File: config.mk
export PLATFORM = sky130hd
export DESIGN_NAME = seg7_scan
export DESIGN_NICKNAME = d
export VERILOG_FILES = /design/src/rtl/seg7_scan.sv
export SDC_FILE = /design/constraint.sdc
export NUM_CORES = 1
export LEC_CHECK = 0
export CELL_PAD_IN_SITES_DETAIL_PLACEMENT = 1
export CELL_PAD_IN_SITES_GLOBAL_PLACEMENT = 1
export CORE_ASPECT_RATIO = 0.5
export CORE_UTILIZATION = 43
export DETAILED_ROUTE_END_ITERATION = 16
export HOLD_SLACK_MARGIN = 0.12
export PLACE_DENSITY_LB_ADDON = 0.1
export REMOVE_ABC_BUFFERS = 1
export SLEW_MARGIN = 20
export SYNTH_ARGS = -nofsm -noshare
export SYNTH_HDL_FRONTEND = slang
export SYNTH_SLANG_ARGS = --single-unit
File: constraint.sdc
create_clock -name clk -period 3.1 [get_ports clk]
set_clock_uncertainty 0.05 [all_clocks]
set_input_delay 0.31 -clock clk [delete_from_list [all_inputs] [get_ports clk]]
set_output_delay 0.31 -clock clk [all_outputs]
set_load 0.1 [all_outputs]
File: src/rtl/seg7_scan.sv
// seg7_scan: eight-digit multiplexed hex display driver; define SEG7_LZB_EN for leading-zero blanking
module seg7_scan #(
   parameter int SCAN_DIV  = 50000,
   parameter int BLANK_CYC = 500
) (
   input  logic        clk,
   input  logic        CLR,
   input  logic [31:0] display,
   input  logic        halt,
   output logic [7:0]  AN,
   output logic [6:0]  SEG,
   output logic        DP,
   output logic        frame_done
);
   localparam int CW = $clog2(SCAN_DIV);
   localparam logic [CW-1:0] LAST = CW'(SCAN_DIV - 1);
   localparam logic [CW-1:0] BLK = CW'(BLANK_CYC);
   logic [CW-1:0] cnt;
   logic [2:0]    idx;
   logic [31:0]   snap;
   logic          armed;
   logic          slot_end;
   logic          wrap;
   logic [31:0]   sh;
   logic [6:0]    hex;
   logic          lit;
   assign slot_end = cnt == LAST;
   assign wrap = slot_end && idx == 3'd7;
   // prescaler, digit index and frame snapshot; armed forces one load right after reset release
   always_ff @(posedge clk or negedge CLR) begin
      if (!CLR) begin
         cnt <= '0;
         idx <= '0;
         snap <= '0;
         armed <= 1'b0;
      end else begin
         cnt <= slot_end ? '0 : cnt + 1'b1;
         idx <= idx + {2'b00, slot_end};
         snap <= (wrap || !armed) ? display : snap;
         armed <= 1'b1;
      end
   end
   // select the current digit's nibble and decide whether the slot is lit
   always_comb begin
      sh = snap >> {idx, 2'b00};
`ifdef SEG7_LZB_EN
      lit = cnt >= BLK && (idx == 3'd0 || sh != 32'd0);
`else
      lit = cnt >= BLK;
`endif
   end
   // active-low hex font
   always_comb begin
      case (sh[3:0])
         4'h0: hex = 7'h40;
         4'h1: hex = 7'h79;
         4'h2: hex = 7'h24;
         4'h3: hex = 7'h30;
         4'h4: hex = 7'h19;
         4'h5: hex = 7'h12;
         4'h6: hex = 7'h02;
         4'h7: hex = 7'h78;
         4'h8: hex = 7'h00;
         4'h9: hex = 7'h10;
         4'hA: hex = 7'h08;
         4'hB: hex = 7'h03;
         4'hC: hex = 7'h46;
         4'hD: hex = 7'h21;
         4'hE: hex = 7'h06;
         default: hex = 7'h0E;
      endcase
   end
   // registered drive of the board pins and the frame pulse
   always_ff @(posedge clk or negedge CLR) begin
      if (!CLR) begin
         AN <= 8'hFF;
         SEG <= 7'h7F;
         DP <= 1'b1;
         frame_done <= 1'b0;
      end else begin
         AN <= lit ? ~(8'd1 << idx) : 8'hFF;
         SEG <= lit ? hex : 7'h7F;
         DP <= !(lit && idx == 3'd0 && halt);
         frame_done <= wrap;
      end
   end
endmodule

-- Word-level counts from Yosys, hierarchy flattened
Memories as Yosys holds them, arrays and structs flattened.
Index checks and enable logic that the tools add are counted.
- memories: 1
- output and inout bits: 17
- input port bits: 35
- bits in read-only memories: 112
- register bits after elaboration: 69
- word-level logic and storage cells: 27
- bitwise operators: 1
- $lt $le $gt $ge: 1
- shifts and indexed selects: 2
- add/sub/neg operators: 2
- muxes and demuxes: 3
- eq/ne operators: 2
- reduce and logical (&&, ||, !) cells: 7
- memories (name ; depth ; bits a word ; read ports ; clocked after Yosys merged registers in ; wr ports ; line ; text):
    (no name shown) ; 16 ; 7 ; 1 ; 0 ; 0 ; 54 ; case (sh[3:0])
- operators with widths (operator ; count):
    $shr 32x5->4 ; 1
    $add 16x1->16 const B ; 1
    $eq 16x16->1 const B ; 1
    $ge 16x9->1 const B ; 1
    $mux 16 ; 1
    $mux 8 ; 1
    $not 8->8 ; 1
    $shl 1x3->8 const A ; 1
    $mux 7 ; 1
    $add 3x1->3 ; 1
    $eq 3x3->1 const B ; 1
    $logic_and 1x1->1 ; 3
    $logic_not 3->1 ; 1
    $logic_not 1->1 ; 2
    $logic_or 1x1->1 ; 1

-- Depth between registers and ports, before layout
Gate-level depths: netlist (run 1).
- depth in word-level cells: 4
- mapped depth: 9
- gate-level depth less buffers: 7

-- Worst setup path after synthesis (run 1)
No wires, ideal clock.
- path kind: reg-to-reg
- from: register idx[0]
- to: register SEG[3]
- data arrival time: 2231 ps
- path buffers: 1
- setup slack: 735 ps
- clock period less this slack: 2365 ps
- library setup time: 83 ps
- stages on the path, launching flop included: 9
- path through: dfrtp_1 > buf_2 > mux4_2 > mux2i_1 > inv_1 > ha_1 > inv_1 > mux2i_1 > o32a_1
- longest elaborated chain between the ends: 3
- ends and longest elaborated chain (what ; line ; text):
    from (decl) ; 19 ; logic [2:0] idx;
    from (signal assigned) ; 38 ; idx <= idx + {2'b00, slot_end};
    $shr 32x5->4 ; 45 ; sh = snap >> {idx, 2'b00};
    $mem_v2 16x7 ; n/a ;
    $mux 7 ; 82 ; SEG <= lit ? hex : 7'h7F;
    to (signal assigned) ; 82 ;
    to (decl) ; 11 ; output logic [6:0] SEG,
Every way passes these cells.
A chain may end at the register's enable or synchronous reset.

-- Worst setup path in the final report (run 1)
- from: register idx[1]
- to: register SEG[2]
The elaborated chain is that of the path after synthesis.

==> impl_metrics.toml, run 1 <==
[status]
outcome = "complete, no violations"

[floorplan]
std_cell_rows = 21
die-area_um2 = 7740
num_io_pins = 52
dieWidth_um = 123
initial_core_util_pct = 45.9
core_area_um2 = 6910
die_h_um = 62.7

[global_route]
grt_pass1_vias = 2364
grt_pass1_wl_um = 11900
grt-ovfl-total = 0
grt_max_degree = 41
track_usage_pct = 21.2
antenna_found_initial = 0

[cts]
cts.sinks = 69
post_cts_resized = 0
clk_pin_slew_ns = 0.05
insertion_delay_ns = 0.33
cts_setup_buffers = 0
root_buffer = "clkbuf_16"
clk_path_buf_depth = 2
cts_hold_buffers = 1
htree_num_levels = 3
numCtsBuffers = 9
cts_tree = "built"

[power]
comb_power_share_pct = 8.4
p_per_area_nw_per_um2 = 556
peakVddDrop_uv = 277
p_seq_share_pct = 42.6
netSwitchingPower_mw = 0.475
p_int_mw = 1.80
swShare_pct = 20.9
p_clk_share_pct = 49.0
p_leak_nw = 1.72

[finish]
antenna_cells = 0
final_util_pct = 59.2
drive_above_1_share_pct = 20.5
areaGrowthSynthToFinish_pct = 28.9
nNetsFinal = 346
fin_cells = 399

[route]
drtIter0Drc = 84
dr.pass1.iters = 4
routed_via_density = 5.37
remaining_drc_errors = 0
detail-route-antenna-nets = 0
wirelength_um = 7090
vias = 2143
wl_per_cell_um = 17.8

[synth]
synth_cells = 242
synthAdderAreaFrac_pct = 3.55
synth_top_family_by_area = "multiplexers"
yosysTopAreaCellShare_pct = 41.8
synthXorXnorAreaFrac_pct = 3.87
ys_seq_area_share_pct = 55.1
synth-compound-area-share_pct = 5.96
yosysWarnings = 0
synth_seq_cells = 69
async_reset_ff_share_pct = 100
mappedNetlistArea_um2 = 3170
avgSynthCellArea_um2 = 13.1
synth_enable_flop_cells = 0
synth-simple-area-share_pct = 9.71
yosys.area.top_type = "dfrtp_1"
synth_ff_type = "dfrtp_1"
synthMuxAreaShare_pct = 18.4
synthDistinctLibCells = 46
synthTopCellsByArea = "dfrtp_1, dfstp_2, mux2_1, ha_1, mux2i_1"

[timing]
hold_slack_ns = 0.431
fin_crit_sh_pct = 89.0
fin_crit_ns = 2.76
hold_viol_final = 0
slew_violations = 0
setup_viol = 0
worstMarginPinSlew_ns = 0.963
max_freq_mhz = 362
rsz0062_at_grt = "false"
relSlewSlack_pct = 35.6

[placed_design]
dp.final_hpwl_um = 5040
gp_congestion = 0.801
portBuffers = 51
dp_cells = 382

[min_path]
hp-class = "flop to flop"

[worst_setup_path]
path_class = "flop to flop"
crit_arrival_ns = 2.96
setup.worst_path.start_class = "flop"
crit_path_cell_trace = "mux4_2 -> mux2i_1 -> inv_1 -> ha_1 -> and2_1 -> a211o_1"
reg2reg_slack_ns = 0.34
path_max_fanout = 19
cp-end-kind = "flop"
worstPathRequired_ns = 3.30
critical_path.max_stage_delay_ns = 0.89
crit_path_top_delay_cell = "dfrtp_1"

[flow_run]
max_cap_viol_count = 0
==> power groups by stage <==
stage | Sequential [mW] | Clock (mW) | Combinational [mW]
global placement | 0.977 | 0 | 0.181
floorplan | 0.972 | 0 | 0.0986
detailed placement | 0.981 | 0 | 0.192
finish | 0.966 | 1.11 | 0.191
global route | 0.971 | 1.18 | 0.211
CTS | 0.966 | 1.14 | 0.195
==> final cells by class <==
class	instances	area (um^2)
repair buffers	60	548
flip-flops and latches	69	1750
multi-input cells	154	1320
clock inverters	3	67.6
fillers	701	2820
well taps	92	115
clock buffers	13	260
inverters	8	30.0
==> layout by cell type, fill, tap and decap left out, drive strengths merged, types with 8 or more instances in the layout <==
cell type      instances
dfstp                 16
nand2                  9
dfrtp                 53
clkdlybuf4s50         34
clkbuf                13
ha                     9
nor2                  11
mux2i                 10
nand3                 11
mux2                  35
inv                    8
buf                   25
==> cells by family (layout without fill, tap and decap cells) <==
kind of cell | Yosys count | count (layout)
mux | 49 | 49
simple gates | 58 | 58
compound gates | 23 | 23
buf+inv | 19 | 84
fa+ha+maj | 9 | 9
xor+xnor | 14 | 14
flops | 69 | 69
other cells | 1 | 1
==> state kept, by name, summed over array words and instances, names as in the netlist <==
name and cells:
snap 32, cnt 16, AN 8, SEG 7, idx 3, DP 1
armed 1, frame_done 1
==> routing by layer <==
metal,part of all wire (%),routed length (um),vias to the layer above,global-route usage (%)
met5,0,0,-,0
met4,0.85,60,0,5.42
met3,4.4,311,8,8.49
met2,51,3620,46,35.0
met1,44,3090,1104,25.8
li1,-,-,985,-
==> Yosys cell counts, drive strengths merged, types with 2 or more instances <==
cell    number
nand2        9
dfrtp       53
clkbuf       2
ha           9
inv          8
nor4         3
xnor2        7
nand3       11
nand4        4
mux4         4
nor3         5
a31oi        2
nand2b       3
mux2i       10
xor2         7
mux2        35
dfstp       16
o22ai        2
o221ai       2
a21oi        2
o21ai        4
buf          9
nor2b        3
and4         2
a211o        2
nor2        11
or3          2
==> worst max-delay path: cells and delay by family, from the launching register on <==
kind | cells | cell delay [ns]
adders and majority gates | 1 | 0.25
AOI/OAI and AO/OA | 1 | 0.30
buffers and inverters | 1 | 0.18
and+or+nand+nor | 1 | 0.15
muxes | 2 | 0.85
DFF | 1 | 0.89
==> final timing paths <==
| check | cells past startpoint | end | start |
|---|---|---|---|
| setup reg to reg | 6 | SEG[2]$_DFF_PN1_ | idx[1]$_DFF_PN0_ |
| hold reg to reg | 1 | snap[0]$_DFFE_PN0P_ | snap[0]$_DFFE_PN0P_ |
| hold / removal | 1 | snap[0]$_DFFE_PN0P_ | snap[0]$_DFFE_PN0P_ |
| max in group asynchronous | 3 | AN[2]$_DFF_PN1_ | CLR |
| min in group asynchronous | 2 | cnt[13]$_DFF_PN0_ | CLR |
| setup / recovery | 6 | SEG[2]$_DFF_PN1_ | idx[1]$_DFF_PN0_ |
==> stage by stage <==
stage / setup slack (ns) / total power, mW / cell area, um^2 / TNS, ns
after floorplan: -0.401 / 1.07 / 3100 / -12.82
after global routing: 0.138 / 2.36 / 4090 / 0
after global placement: 0.444 / 1.16 / 3750 / 0
after CTS: 0.375 / 2.30 / 4090 / 0
final: 0.340 / 2.27 / 4090 / 0
after detailed placement: 0.397 / 1.17 / 3750 / 0
(Power assumes the default switching activity.)
==> run 2: changes to the inputs <==
--- a/config.mk
+++ b/config.mk
@@ -8,8 +8,9 @@
 export CELL_PAD_IN_SITES_DETAIL_PLACEMENT = 1
 export CELL_PAD_IN_SITES_GLOBAL_PLACEMENT = 1
 export CORE_ASPECT_RATIO = 0.5
-export CORE_UTILIZATION = 43
+export CORE_UTILIZATION = 51
 export DETAILED_ROUTE_END_ITERATION = 16
+export DONT_BUFFER_PORTS = 1
 export HOLD_SLACK_MARGIN = 0.12
 export PLACE_DENSITY_LB_ADDON = 0.1
 export REMOVE_ABC_BUFFERS = 1
==> run 2 against run 1 <==
Fmax shrank 6.2%. Largest power group unchanged. Setup slack worse by 0.18 ns. Final cell count fell by 7.0%. Critical endpoint is now snap[21]$_DFFE_PN0P_. First-iteration DRC count grew 64%. Non-clock buffer count shrank 20. Total power increased by 3.4%. Sequential share of layout area grew 1.3 points. Die area decreased by 15%. Flip-flop and latch count stayed put.
==> impl_metrics.toml, run 2 (synthesis gave the netlist of run 1 again) <==
[timing]
max_freq_mhz = 340
fin_tns_setup_ns = 0
hold_slack_ns = 0.445
relSlewSlack_pct = 40.4
fin_crit_ns = 2.94
setup_viol = 0
rsz0062_at_grt = "false"
fin_crit_sh_pct = 94.9
worstMarginPinSlew_ns = 0.895
slew_violations = 0
hold_viol_final = 0

[cts]
numCtsBuffers = 9
root_buffer = "clkbuf_16"
insertion_delay_ns = 0.34
cts_setup_buffers = 0
clk_pin_slew_ns = 0.05
htree_num_levels = 3
clk_path_buf_depth = 2
cts_tree = "built"
cts.sinks = 69

[finish]
largest-register = "snap"
layout_commonest_cell = "dfrtp_1"
biggestRegsByFlops = "snap (32), cnt (16), AN (8)"
layout_common_cells = "dfrtp_1, dlygate4sd3_1, mux2_1"
nNetsFinal = 326
largest_register_ffs = 32
fin_area_um2 = 3970
areaGrowthSynthToFinish_pct = 25.1
drive_above_1_share_pct = 16.0
antenna_cells = 0

[floorplan]
core_area_um2 = 5730
initial_core_util_pct = 55.3
die-area_um2 = 6560
dieWidth_um = 114
num_io_pins = 52
die_h_um = 57.8
std_cell_rows = 19

[flow_run]
max_cap_viol_count = 0

[power]
p_per_area_nw_per_um2 = 593
p_leak_nw = 1.67
peakVddDrop_uv = 479

[global_route]
grt_pass1_wl_um = 14400
antenna_found_initial = 0
track_usage_pct = 31.4
grt-ovfl-total = 0
grt_max_degree = 70
grt_pass1_vias = 2460

[worst_setup_path]
crit_path_cell_trace = "or4_1 -> nor4_1 -> and2b_1 -> nand2b_1 -> buf_12 -> mux2_1"
crit_arrival_ns = 3.08
path_class = "flop to flop"
setup.worst_path.start_class = "flop"
crit_path_top_delay_cell = "nor4_1"
worstPathRequired_ns = 3.23
path_max_fanout = 32
critical_path.max_stage_delay_ns = 0.65
cp-end-kind = "flop"

[route]
wl_per_cell_um = 24.5
wirelength_um = 9090
dr.pass1.iters = 5
routed_via_density = 5.94
remaining_drc_errors = 0
vias = 2203
drtIter0Drc = 138
detail-route-antenna-nets = 0

[placed_design]
gp_congestion = 0.846
dpl_cell_area_um2 = 3250
portBuffers = 0
dp.final_hpwl_um = 4560

[status]
outcome = "complete, no violations"

[min_path]
hp-class = "flop to flop"
## run 2: final timing paths
| path | startpoint | to | slack [ns] | cells after the start |
|---|---|---|---|---|
| min in group asynchronous | CLR | cnt[11]$_DFF_PN0_ | 0.48 | 2 |
| max | cnt[10]$_DFF_PN0_ | snap[21]$_DFFE_PN0P_ | 0.16 | 6 |
| min | snap[0]$_DFFE_PN0P_ | snap[0]$_DFFE_PN0P_ | 0.44 | 1 |
| max in group asynchronous | CLR | AN[4]$_DFF_PN1_ | 2.20 | 2 |
| min reg2reg | snap[0]$_DFFE_PN0P_ | snap[0]$_DFFE_PN0P_ | 0.44 | 1 |
| max reg2reg | cnt[10]$_DFF_PN0_ | snap[21]$_DFFE_PN0P_ | 0.16 | 6 |
## run 2: through the flow
| stage | setup WS, ns | total power, mW | instances | util, % |
|---|---|---|---|---|
| final | 0.157 | 2.35 | 371 | 69.2 |
| after global routing | 0.0984 | 2.42 | 371 | 69.2 |
| after CTS | 0.340 | 2.33 | 371 | 69.2 |
| after detailed placement | 0.406 | 1.11 | 320 | 56.8 |
| after global placement | 0.488 | 1.09 | 320 | 56.8 |
| after floorplan | -0.401 | 1.07 | 231 | - |
## run 2: area by class of cell
class | instances | area (um^2)
inverter | 8 | 30.0
clock inverter | 3 | 65.1
clock buffer | 13 | 280
tap | 84 | 105
fill | 519 | 1760
multi-input combinational | 154 | 1320
timing repair buffer | 40 | 418
sequential | 69 | 1750
## run 2: per-layer routing
metal	track usage (%)	part of all wire, %	up-vias
met4	12.2	2.0	0
met1	37.9	41	1149
met5	0	0	-
li1	-	-	949
met3	10.9	7.3	19
met2	53.0	49	86
## run 2: worst max-delay path, delay by kind of cell (launching register included)
family	cells	cell delay [ns]
multiplexers	1	0.44
flip-flops	1	0.44
buffers and inverters	1	0.23
AND/OR/NAND/NOR	4	1.61
## run 2: report_power, final
group	switching [mW]	internal, mW
sequential	0.0321	0.945
combinational	0.102	0.0977
clock	0.382	0.790
## run 2: timing repair
item,4_1_cts,5_1_grt
hold buffers,35,0
gates resized for setup,0,0
endpoints found under the hold margin,102,0
==> run 3: changes to the inputs <==
--- a/config.mk
+++ b/config.mk
@@ -9,11 +9,11 @@
 export CELL_PAD_IN_SITES_GLOBAL_PLACEMENT = 1
 export CORE_ASPECT_RATIO = 0.5
 export CORE_UTILIZATION = 51
+export CTS_CLUSTER_SIZE = 20
 export DETAILED_ROUTE_END_ITERATION = 16
 export DONT_BUFFER_PORTS = 1
 export HOLD_SLACK_MARGIN = 0.12
 export PLACE_DENSITY_LB_ADDON = 0.1
-export REMOVE_ABC_BUFFERS = 1
 export SLEW_MARGIN = 20
 export SYNTH_ARGS = -nofsm -noshare
 export SYNTH_HDL_FRONTEND = slang
==> run 3 against run 2 <==
Flip-flop and latch count unchanged. Global-route usage decreased by 0.66 points. Combinational power about the same. Non-clock buffer count increased by 1. Largest cell class unchanged. Clock power decreased by 12%. Highest routed layer unchanged. Register-to-register slack improved by 0.27 ns. Setup slack improved by 0.27 ns. Critical path depth unchanged. Hold slack got worse by 0.0063 ns. Largest power group unchanged.
==> impl_metrics.toml, run 3 (synthesis gave the netlist of run 1 again) <==
[cts]
clk_path_buf_depth = 2
cts.sinks = 69
cts_setup_buffers = 0
root_buffer = "clkbuf_16"
insertion_delay_ns = 0.34
htree_num_levels = 3
clk_pin_slew_ns = 0.06
cts_tree = "built"
numCtsBuffers = 9

[route]
routed_via_density = 5.79
detail-route-antenna-nets = 0
vias = 2167
wl_per_cell_um = 24.1
wirelength_um = 9000
drtIter0Drc = 129
dr.pass1.iters = 5
remaining_drc_errors = 0

[floorplan]
core_area_um2 = 5730
initial_core_util_pct = 55.3
die_h_um = 57.8
num_io_pins = 52
std_cell_rows = 19
dieWidth_um = 114
die-area_um2 = 6560

[finish]
layout_commonest_cell = "dfrtp_1"
nNetsFinal = 327
seq_area_um2 = 1750
fin_area_um2 = 3930
biggestRegsByFlops = "snap (32), cnt (16), AN (8)"
largest-register = "snap"
layout_common_cells = "dfrtp_1, dlygate4sd3_1, mux2_1"
multi_input_area_um2 = 1320
areaGrowthSynthToFinish_pct = 23.9
fill_cells = 537
largest_register_ffs = 32
final_util_pct = 68.6
drive_above_1_share_pct = 15.3

[worst_setup_path]
r2r_start = "idx[0]$_DFF_PN0_"
setup.worst_path.start_class = "flop"
crit_arrival_ns = 2.88
path_max_fanout = 5
reg2reg_slack_ns = 0.43
path_class = "flop to flop"
rr_endpoint = "SEG[2]$_DFF_PN1_"
r2r.worst_path.cells = 6
worstPathRequired_ns = 3.30
cp-end-kind = "flop"

[global_route]
grt-ovfl-total = 0
grt_max_degree = 70
grt_pass1_wl_um = 14200
grt_pass1_vias = 2414
track_usage_pct = 30.7
antenna_found_initial = 2

[timing]
fin_crit_ns = 2.67
fin_crit_sh_pct = 86.3
hold_viol_final = 0
max_freq_mhz = 374
setup_viol = 0
rsz0062_at_grt = "false"
relSlewSlack_pct = 40.8
fin_tns_setup_ns = 0
worstMarginPinSlew_ns = 0.889
slew_violations = 0

[power]
p_per_area_nw_per_um2 = 560
p_int_mw = 1.69
peakVddDrop_uv = 431
p_leak_nw = 1.64
p_seq_share_pct = 44.3
fin_total_pwr_mw = 2.20
p_clk_share_pct = 46.6
netSwitchingPower_mw = 0.512
swShare_pct = 23.3
comb_power_share_pct = 9.1

[min_path]
hold_depth = 1
hp-start = "snap[25]$_DFFE_PN0P_"
hp-class = "flop to flop"
min_to = "snap[25]$_DFFE_PN0P_"

[placed_design]
gp_congestion = 0.791
dp.final_hpwl_um = 4540
dpl_cell_area_um2 = 3260
portBuffers = 0

[status]
outcome = "complete, no violations"

[synth]
synth_nets = 286

[flow_run]
max_cap_viol_count = 0
run 3: cell count changes in the layout (fill, tap and decap cells not counted), sizes merged:
cell	delta
buf	+1
clkinvlp	+2
diode	+2
bufinv	-1
clkinv	-1
run 3: metrics by stage:
step / setup slack (ns) / hold WS (ns) / cells
finish: 0.425 / 0.438 / 374
global route: 0.314 / 0.457 / 373
CTS: 0.447 / 0.439 / 372
detailed placement: 0.514 / -0.0342 / 321
global placement: 0.603 / -0.0342 / 321
floorplan: 0.735 / -0.0356 / 242
run 3: worst max-delay path by stage:
stage	from	to	slack (ns)	depth (start not counted)
4_1_cts	idx[0]$_DFF_PN0_	SEG[2]$_DFF_PN1_	0.45	6
5_1_grt	idx[0]$_DFF_PN0_	SEG[2]$_DFF_PN1_	0.31	6
3_3_place_gp	idx[0]$_DFF_PN0_	SEG[2]$_DFF_PN1_	0.60	6
6_report	idx[0]$_DFF_PN0_	SEG[2]$_DFF_PN1_	0.43	6
3_5_place_dp	idx[0]$_DFF_PN0_	SEG[2]$_DFF_PN1_	0.51	6
2_1_floorplan	idx[0]$_DFF_PN0_	SEG[3]$_DFF_PN1_	0.74	8
run 3: timing repair:
action / CTS / global route
hold buffers: 35 / 0
setup endpoints to repair: 0 / 0
hold endpoints to repair: 102 / 0
resized for setup: 0 / 0
run 3: cell type report:
cell class / instances / area share, %
clock buffer: 13 / 6.37
sequential: 69 / 44.5
multi-input combinational: 154 / 33.6
timing repair buffer: 41 / 10.8
antenna: 2 / 0.127
tap: 84 / 2.68
inverter: 8 / 0.765
clock inverter: 3 / 1.15
run 3: routing by layer:
metal  wire length (um)  GRT usage, %
met1               3860          37.1
met2               4440          52.4
met3                491          9.73
met4                204          12.4
met5                  0             0
run 3: power by group through the flow:
| stage | Combinational (mW) | Sequential [mW] | Clock (mW) |
|---|---|---|---|
| floorplan | 0.105 | 0.972 | 0 |
| global placement | 0.118 | 0.977 | 0 |
| detailed placement | 0.128 | 0.982 | 0 |
| CTS | 0.188 | 0.969 | 1.03 |
| global route | 0.216 | 0.976 | 1.07 |
| finish | 0.201 | 0.975 | 1.03 |
run 3: worst max-delay path, cell delays in order, from the launching register on:
cell     delay (ns)
dfrtp_1        0.53
mux4_2         0.58
mux2i_1        0.51
inv_1          0.20
ha_1           0.27
and2_1         0.16
a211o_1        0.30
